`config.mk`:
```
export PLATFORM = sky130hd
export DESIGN_NAME = ram_arbiter_flat
export DESIGN_NICKNAME = d
export VERILOG_FILES = /design/src/rtl/ram_arbiter_pkg.sv /design/src/rtl/ram_arbiter_if.sv /design/src/rtl/ram_arbiter.sv /design/src/flat_wrapper.sv
export SDC_FILE = /design/constraint.sdc
export NUM_CORES = 1
export LEC_CHECK = 0
export CELL_PAD_IN_SITES_DETAIL_PLACEMENT = 0
export CELL_PAD_IN_SITES_GLOBAL_PLACEMENT = 1
export CORE_AREA = 5 5 127 129
export DETAILED_ROUTE_END_ITERATION = 8
export DIE_AREA = 0 0 132 134
export PLACE_DENSITY_LB_ADDON = 0.2
export RECOVER_POWER = 100
export SETUP_SLACK_MARGIN = 0.05
export SLEW_MARGIN = 25
export SYNTH_ARGS = -nofsm -noshare
export SYNTH_HDL_FRONTEND = slang
export SYNTH_SLANG_ARGS = --single-unit
```
`constraint.sdc`:
```
create_clock -name wb_clk -period 3.7 [get_ports wb_clk]
set_input_delay 0.74 -clock wb_clk [delete_from_list [all_inputs] [get_ports wb_clk]]
set_output_delay 0.74 -clock wb_clk [all_outputs]
set_load 0.005 [all_outputs]
```
`src/rtl/ram_arbiter_pkg.sv`:
```
// ram_arbiter_pkg
//   Shared types and constants for the two-master Wishbone arbiter slice.
//   DEFAULT_WIDTH : default address/data width of every bus
//   SEL_W         : number of byte lanes on a bus
//   owner_t       : registered bus owner (IDLE / OWN_A / OWN_B)
//   grant_t       : effective grant derived from owner and requests
package ram_arbiter_pkg;

  localparam int DEFAULT_WIDTH = 32;
  localparam int SEL_W         = 4;

  typedef enum logic [1:0] {
    IDLE  = 2'd0,
    OWN_A = 2'd1,
    OWN_B = 2'd2
  } owner_t;

  typedef enum logic [1:0] {
    GNT_NONE = 2'd0,
    GNT_A    = 2'd1,
    GNT_B    = 2'd2
  } grant_t;

endpackage

```
`src/rtl/ram_arbiter_if.sv`:
```
// ram_arbiter_if
//   One Wishbone-classic bus (cycle, write enable, byte lanes, address,
//   write data, ack, read data).
//   master modport : drives cyc/we/sel/adr/dat, receives ack/rdt
//   slave modport  : receives cyc/we/sel/adr/dat, drives ack/rdt
interface ram_arbiter_if
  import ram_arbiter_pkg::*;
#(
  parameter int WIDTH = DEFAULT_WIDTH
);

  logic             cyc;
  logic             we;
  logic [SEL_W-1:0] sel;
  logic [WIDTH-1:0] adr;
  logic [WIDTH-1:0] dat;
  logic             ack;
  logic [WIDTH-1:0] rdt;

  modport master (output cyc, we, sel, adr, dat, input ack, rdt);
  modport slave  (input cyc, we, sel, adr, dat, output ack, rdt);

endinterface

```
`src/rtl/ram_arbiter.sv`:
```
// ram_arbiter
//   Two-master Wishbone-classic arbiter onto one downstream port. Master A
//   has fixed priority when the bus is free; a cycle that already owns the
//   bus always completes. The arbiter adds no wait states: requests, ack and
//   read data pass through combinationally to/from the granted master.
//   Parameter: WIDTH (address/data width of all buses)
//   wb_clk   : clock, rising edge
//   wb_rst_n : asynchronous active-low reset
//   a, b     : upstream buses (slave modports, one per master)
//   x        : downstream bus (master modport)
module ram_arbiter
  import ram_arbiter_pkg::*;
#(
  parameter int WIDTH = DEFAULT_WIDTH
) (
  input  logic         wb_clk,
  input  logic         wb_rst_n,
  ram_arbiter_if.slave  a,
  ram_arbiter_if.slave  b,
  ram_arbiter_if.master x
);

  localparam logic [WIDTH-1:0] ZERO = '0;

  owner_t owner;
  grant_t grant;

  // A free bus goes to A first; once owned, the owner keeps the grant until
  // the slave acks, which is what prevents preemption of a B cycle.
  always_comb begin
    grant = GNT_NONE;
    case (owner)
      OWN_A:   grant = GNT_A;
      OWN_B:   grant = GNT_B;
      default: begin
        if (a.cyc) begin
          grant = GNT_A;
        end else if (b.cyc) begin
          grant = GNT_B;
        end
      end
    endcase
  end

  // Ownership is latched on the first cycle of a request so the grant holds
  // even if the other master raises cyc mid-cycle. A single-cycle ack from
  // IDLE never latches ownership.
  always_ff @(posedge wb_clk or negedge wb_rst_n) begin
    if (!wb_rst_n) begin
      owner <= IDLE;
    end else if (x.ack) begin
      owner <= IDLE;
    end else if (owner == IDLE) begin
      if (grant == GNT_A) begin
        owner <= OWN_A;
      end else if (grant == GNT_B) begin
        owner <= OWN_B;
      end
    end
  end

  // Downstream mux; an ungranted bus is driven to all zeros.
  always_comb begin
    x.cyc = 1'b0;
    x.we  = 1'b0;
    x.sel = '0;
    x.adr = ZERO;
    x.dat = ZERO;
    case (grant)
      GNT_A: begin
        x.cyc = a.cyc;
        x.we  = a.we;
        x.sel = a.sel;
        x.adr = a.adr;
        x.dat = a.dat;
      end
      GNT_B: begin
        x.cyc = b.cyc;
        x.we  = b.we;
        x.sel = b.sel;
        x.adr = b.adr;
        x.dat = b.dat;
      end
      default: ;
    endcase
  end

  assign a.ack = x.ack && (grant == GNT_A);
  assign b.ack = x.ack && (grant == GNT_B);
  assign a.rdt = (grant == GNT_A) ? x.rdt : ZERO;
  assign b.rdt = (grant == GNT_B) ? x.rdt : ZERO;

endmodule

```
`src/flat_wrapper.sv`:
```
// flat-port wrapper written by rule: the top's interface ports become plain ports
module ram_arbiter_flat import ram_arbiter_pkg::*;
#(
  parameter int WIDTH = DEFAULT_WIDTH
)
  (wb_clk, wb_rst_n, a_cyc, a_we, a_sel, a_adr, a_dat, a_ack, a_rdt, b_cyc, b_we, b_sel, b_adr, b_dat, b_ack, b_rdt, x_cyc, x_we, x_sel, x_adr, x_dat, x_ack, x_rdt);
  ram_arbiter_if #(.WIDTH(WIDTH)) a_i ();
  ram_arbiter_if #(.WIDTH(WIDTH)) b_i ();
  ram_arbiter_if #(.WIDTH(WIDTH)) x_i ();
  input  logic wb_clk;
  input  logic wb_rst_n;
  input wire logic [$bits(a_i.cyc)-1:0] a_cyc;
  input wire logic [$bits(a_i.we)-1:0] a_we;
  input wire logic [$bits(a_i.sel)-1:0] a_sel;
  input wire logic [$bits(a_i.adr)-1:0] a_adr;
  input wire logic [$bits(a_i.dat)-1:0] a_dat;
  output wire logic [$bits(a_i.ack)-1:0] a_ack;
  output wire logic [$bits(a_i.rdt)-1:0] a_rdt;
  input wire logic [$bits(b_i.cyc)-1:0] b_cyc;
  input wire logic [$bits(b_i.we)-1:0] b_we;
  input wire logic [$bits(b_i.sel)-1:0] b_sel;
  input wire logic [$bits(b_i.adr)-1:0] b_adr;
  input wire logic [$bits(b_i.dat)-1:0] b_dat;
  output wire logic [$bits(b_i.ack)-1:0] b_ack;
  output wire logic [$bits(b_i.rdt)-1:0] b_rdt;
  output wire logic [$bits(x_i.cyc)-1:0] x_cyc;
  output wire logic [$bits(x_i.we)-1:0] x_we;
  output wire logic [$bits(x_i.sel)-1:0] x_sel;
  output wire logic [$bits(x_i.adr)-1:0] x_adr;
  output wire logic [$bits(x_i.dat)-1:0] x_dat;
  input wire logic [$bits(x_i.ack)-1:0] x_ack;
  input wire logic [$bits(x_i.rdt)-1:0] x_rdt;
  assign a_i.cyc = a_cyc;
  assign a_i.we = a_we;
  assign a_i.sel = a_sel;
  assign a_i.adr = a_adr;
  assign a_i.dat = a_dat;
  assign a_ack = a_i.ack;
  assign a_rdt = a_i.rdt;
  assign b_i.cyc = b_cyc;
  assign b_i.we = b_we;
  assign b_i.sel = b_sel;
  assign b_i.adr = b_adr;
  assign b_i.dat = b_dat;
  assign b_ack = b_i.ack;
  assign b_rdt = b_i.rdt;
  assign x_cyc = x_i.cyc;
  assign x_we = x_i.we;
  assign x_sel = x_i.sel;
  assign x_adr = x_i.adr;
  assign x_dat = x_i.dat;
  assign x_i.ack = x_ack;
  assign x_i.rdt = x_rdt;
  ram_arbiter #(.WIDTH(WIDTH)) u_core (.wb_clk(wb_clk), .wb_rst_n(wb_rst_n), .a(a_i), .b(b_i), .x(x_i));
endmodule
```
Word-level counts from Yosys, hierarchy flattened

Cells that the tools add are included.

$add $sub $neg: 0
Multipliers: 0
Div/mod/pow operators: 0
Magnitude comparators: 0
Eq/ne operators: 4
Shift operators: 0
Mux-type cells: 14
Bitwise gates (word level): 0
Reductions and logical operators: 6

Operators by type and width:

| cell                                          | number |
|---|---|
| one-hot mux 32 bit (2 select lines)           | 2 |
| 2-to-1 mux 32 bit                             | 2 |
| 2-to-1 mux 2 bit                              | 6 |
| one-hot mux 4 bit (2 select lines)            | 1 |
| == test 2 x 1 -> 1 bit, second input constant | 2 |
| == test 2 bit, second input constant          | 2 |
| one-hot mux 1 bit (2 select lines)            | 2 |
| one-hot mux 2 bit (2 select lines)            | 1 |
| nonzero test 3 bit                            | 1 |
| logical AND 1 bit                             | 2 |
| zero test 2 bit                               | 1 |
| AND reduction 2 bit                           | 1 |
| nonzero test 2 bit                            | 1 |

Bits in registers: 2
Bits in latches: 0
Bits in writable memories: 0
Memory bits (read-only): 0
Output and inout port bits: 136
Word-level logic and storage cells: 25
Memories: 0

Longest topological paths before layout

Depth in word-level cells: 8
Depth in mapped cells: 10

Least setup slack after synthesis

Ideal clock, no wire load.

Kind: register to output
Start point: reg u_core.owner[1]
End point: out x_adr[10]
Data arrival time: 1.772 ns
Data required time: 2.960 ns
Setup slack: 1.188 ns
Stages on the path, launching flop included: 11
Path through: dfrtp_1 > inv_1 > ha_1 > mux2i_1 > inv_1 > ha_1 > buf_2 > buf_6 > buf_6 > a22oi_1 > nor2_1

Cells in the longest elaborated chain, start to end: 4

Ends and longest elaborated chain:

| what                                                           | line               | RTL |
|---|---|---|
| start, declared                                                | ram_arbiter.sv:25  | `owner_t owner;` |
| start signal, assigned                                         | ram_arbiter.sv:50  | `owner <= IDLE;` |
| start signal, assigned                                         | ram_arbiter.sv:52  | `owner <= IDLE;` |
| start signal, assigned                                         | ram_arbiter.sv:55  | `owner <= OWN_A;` |
| == test 2 bit / == test 2 x 1 -> 1 bit (equally long branches) | ram_arbiter.sv:32  | `case (owner)` |
| one-hot mux 2 bit (2 select lines) *                           | ram_arbiter.sv:32  |  |
| == test 2 bit / == test 2 x 1 -> 1 bit (equally long branches) | ram_arbiter.sv:69  | `case (grant)` |
| one-hot mux 32 bit (2 select lines) *                          | ram_arbiter.sv:69  |  |
| end, declared                                                  | flat_wrapper.sv:29 | `output wire logic [$bits(x_i.adr)-1:0] x_adr;` |

Mark *: on every way between the ends. The rest lies on a longest branch, timed or not.

Worst setup path after layout

Start point: in a_cyc
End point: out x_dat[29]

Cells in the longest elaborated chain, start to end: 4

Ends and longest elaborated chain:

| what                                                           | line               | RTL |
|---|---|---|
| start, declared                                                | flat_wrapper.sv:12 | `input wire logic [$bits(a_i.cyc)-1:0] a_cyc;` |
| 2-to-1 mux 2 bit *                                             | ram_arbiter.sv:36  | `if (a.cyc) begin` |
| one-hot mux 2 bit (2 select lines) *                           | ram_arbiter.sv:32  |  |
| == test 2 bit / == test 2 x 1 -> 1 bit (equally long branches) | ram_arbiter.sv:69  |  |
| one-hot mux 32 bit (2 select lines) *                          | ram_arbiter.sv:69  |  |
| end, declared                                                  | flat_wrapper.sv:30 | `output wire logic [$bits(x_i.dat)-1:0] x_dat;` |

Marked as above.

==> flow_metrics.tcl <==
set metrics [dict create \
    outcome "finished, final reports clean" \
    startpoint_type "input port" \
    initial_core_util 0.107 \
    grt_pass1_wl_microns 17200 \
    vdd_drop_max_v 0.000241 \
    cp_num_buf_inv 4 \
    hold_viol_final 0 \
    fin_skew_ns 0.00111 \
    cts_tree "yes" \
    die_h_microns 134 \
    synth_top_area_cell "a22oi_1" \
    fin_crit_ns 3.59 \
    gr-total-overflow 0 \
    p_leak_nw 1.99 \
    clk_latency_ns 0.22 \
    crit_required_ns 2.96 \
    cts-root-buf "clkbuf_16" \
    totalWireLength_microns 11800 \
    crit_chain "clkdlybuf4s50_1, mux2i_1, inv_1, ha_4, buf_12, a22oi_1, nor2_1, dlygate4sd3_1" \
    power.total_w 0.00161 \
    setup_viol 0 \
    antenna_found_initial 0 \
    yosysTopAreaCellShare 0.333 \
    crit_type "in2out" \
    wl_per_cell_microns 16.0 \
    syn_area_sq_um 1600 \
    largest_register_ffs 2 \
    vias_per_cell 4.10 \
    diodes 0 \
    grt_max_degree 59 \
    relSlewSlack 0.782 \
    synth-seq-cells 2 \
    critPathTopFamily "buffers and inverters" \
    setup_ws_ns 0.114 \
    regMostFlops "u_core.owner" \
    clock.fmax_mhz 279 \
    synth_cell_types 16 \
    final_cells 736 \
    synth_nets 436 \
    hold_class "reg2reg" \
    routabilityCongestion 0.808 \
    worstMarginPinSlew_ns 0.318 \
    clkTransAtPathRegs_ns 0.03 \
    grt_use_total 0.119 \
    synth_area_leaders "a22oi_1, and2_1, nor2_1" \
    cts_buffers 3 \
    avgSynthCellArea_sq_um 6.26 \
    nNetsFinal 730 \
    initialDrtViolationCount 76 \
    hpwl_microns 9670 \
    layout_common_cells "clkdlybuf4s50_1, nor2_1, a22oi_1, dlygate4sd3_1, and2_1" \
    cp.arrival_ns 2.85 \
    hold_buffers 0 \
    worstSetupEndpointType "primary output" \
    vias 3018 \
    syn_inst 256 \
    synthToLayoutAreaGrowth_pct 212 \
    core-area_sq_um 14900 \
    cts.sinks 2 \
    fp-row-count 45 \
    dp_cells 731 \
    crit_path_max_fanout 37 \
    rsz0062_at_grt "yes" \
    layout_commonest_cell "clkdlybuf4s50_1" \
    first_pass_iters 5 \
    die-area_sq_um 17700 \
    max_stage_delay_ns 0.60 \
    critPathSlowestCell "dlygate4sd3_1" \
    drcViolationCount 0 \
    fin_tns_setup_ns 0 \
    ys_warn_count 0 \
    antenna_left 0 \
    report.final.slew_viol_count 0 \
    cts.htree.levels 1 \
    post-place-ws_ns 0.0682 \
    grt_pass1_vias 3098 \
    die_w_microns 132 \
    io_pins 311 \
    period_share 0.969 \
    drive_gt1_frac 0.0310 \
    ys_seq_area_frac 0.0313 \
    portBuffers 310 \
    clk_path_buf_depth 2 \
    power_density_nw_per_um2 322 \
    drv_cap 0 \
    top_regs "u_core.owner x2" \
]
-- repair_timing --
action                                  CTS  global route
hold endpoints to repair                  0             0
resized for setup                         0             2
endpoints found under the setup margin    0            58
buffers inserted                          0             2
-- routing by layer --
metal / track usage / wire length, microns / vias up
li1: - / - / 1475
met1: 0.116 / 4100 / 1364
met2: 0.241 / 6440 / 170
met3: 0.0394 / 1070 / 9
met4: 0.0229 / 140 / 0
met5: 0 / 0 / -
-- synthesized netlist by cell type, drive strengths merged --
cell type / count
a22oi: 71
ha: 5
buf: 18
a22o: 1
a21oi: 2
inv: 3
a211oi: 1
a21bo: 1
nor2: 71
clkbuf: 13
mux2i: 1
nand2: 1
and2: 66
dfrtp: 2
-- final cells by class --
cell class | instances | area (sq um)
Multi-Input combinational cell | 220 | 1360
Timing Repair Buffer | 320 | 3260
Sequential cell | 2 | 50.0
Fill cell | 1532 | 9930
Inverter | 3 | 11.3
Tap cell | 188 | 235
Clock buffer | 3 | 75.1
-- cells by family (layout without fill, tap and decap cells) --
family | after synthesis | in the layout | synth area share
and+or+nand+nor | 138 | 138 | 0.427
AOI/OAI and AO/OA | 76 | 76 | 0.359
buffers and inverters | 34 | 326 | 0.138
adders and majority gates | 5 | 5 | 0.0391
DFF | 2 | 2 | 0.0313
muxes | 1 | 1 | 0.00625
-- worst min-delay path: cells and delay by family, from the launching register on --
kind            cells  cell delay [ns]
compound gates      2             0.22
flops               1             0.39
-- power breakdown --
group	internal, W	leakage, nW	switching, W
registers	0.0000264	0.0269	0.00000379
logic	0.000818	1.93	0.000595
clock network	0.000138	0.0370	0.0000268
total	0.000982	1.99	0.000626
-- path summary, 6_finish.rpt --
check                                            startpoint                          end  slack, ns  cells after the start
min in group asynchronous                          wb_rst_n  u_core.owner[1]$_DFFE_PN0P_       0.75                      1
worst max-delay path                                  a_cyc                    x_dat[29]       0.11                      8
worst min register to register  u_core.owner[1]$_DFFE_PN0P_  u_core.owner[1]$_DFFE_PN0P_       0.65                      2
max in group asynchronous                          wb_rst_n  u_core.owner[0]$_DFFE_PN0P_       2.83                      1
worst min-delay path            u_core.owner[1]$_DFFE_PN0P_  u_core.owner[1]$_DFFE_PN0P_       0.65                      2
worst max register to register  u_core.owner[0]$_DFFE_PN0P_  u_core.owner[1]$_DFFE_PN0P_       1.70                      7
-- through the flow --
step           utilization  instance area [sq um]  hold slack (ns)
6_report             0.335                   4990            0.652
5_1_grt              0.335                   4990            0.706
4_1_cts              0.333                   4960            0.651
3_5_place_dp         0.328                   4890            0.648
3_3_place_gp         0.328                   4890            0.636
2_1_floorplan            -                   1600            0.444
(Power assumes the default switching activity.)
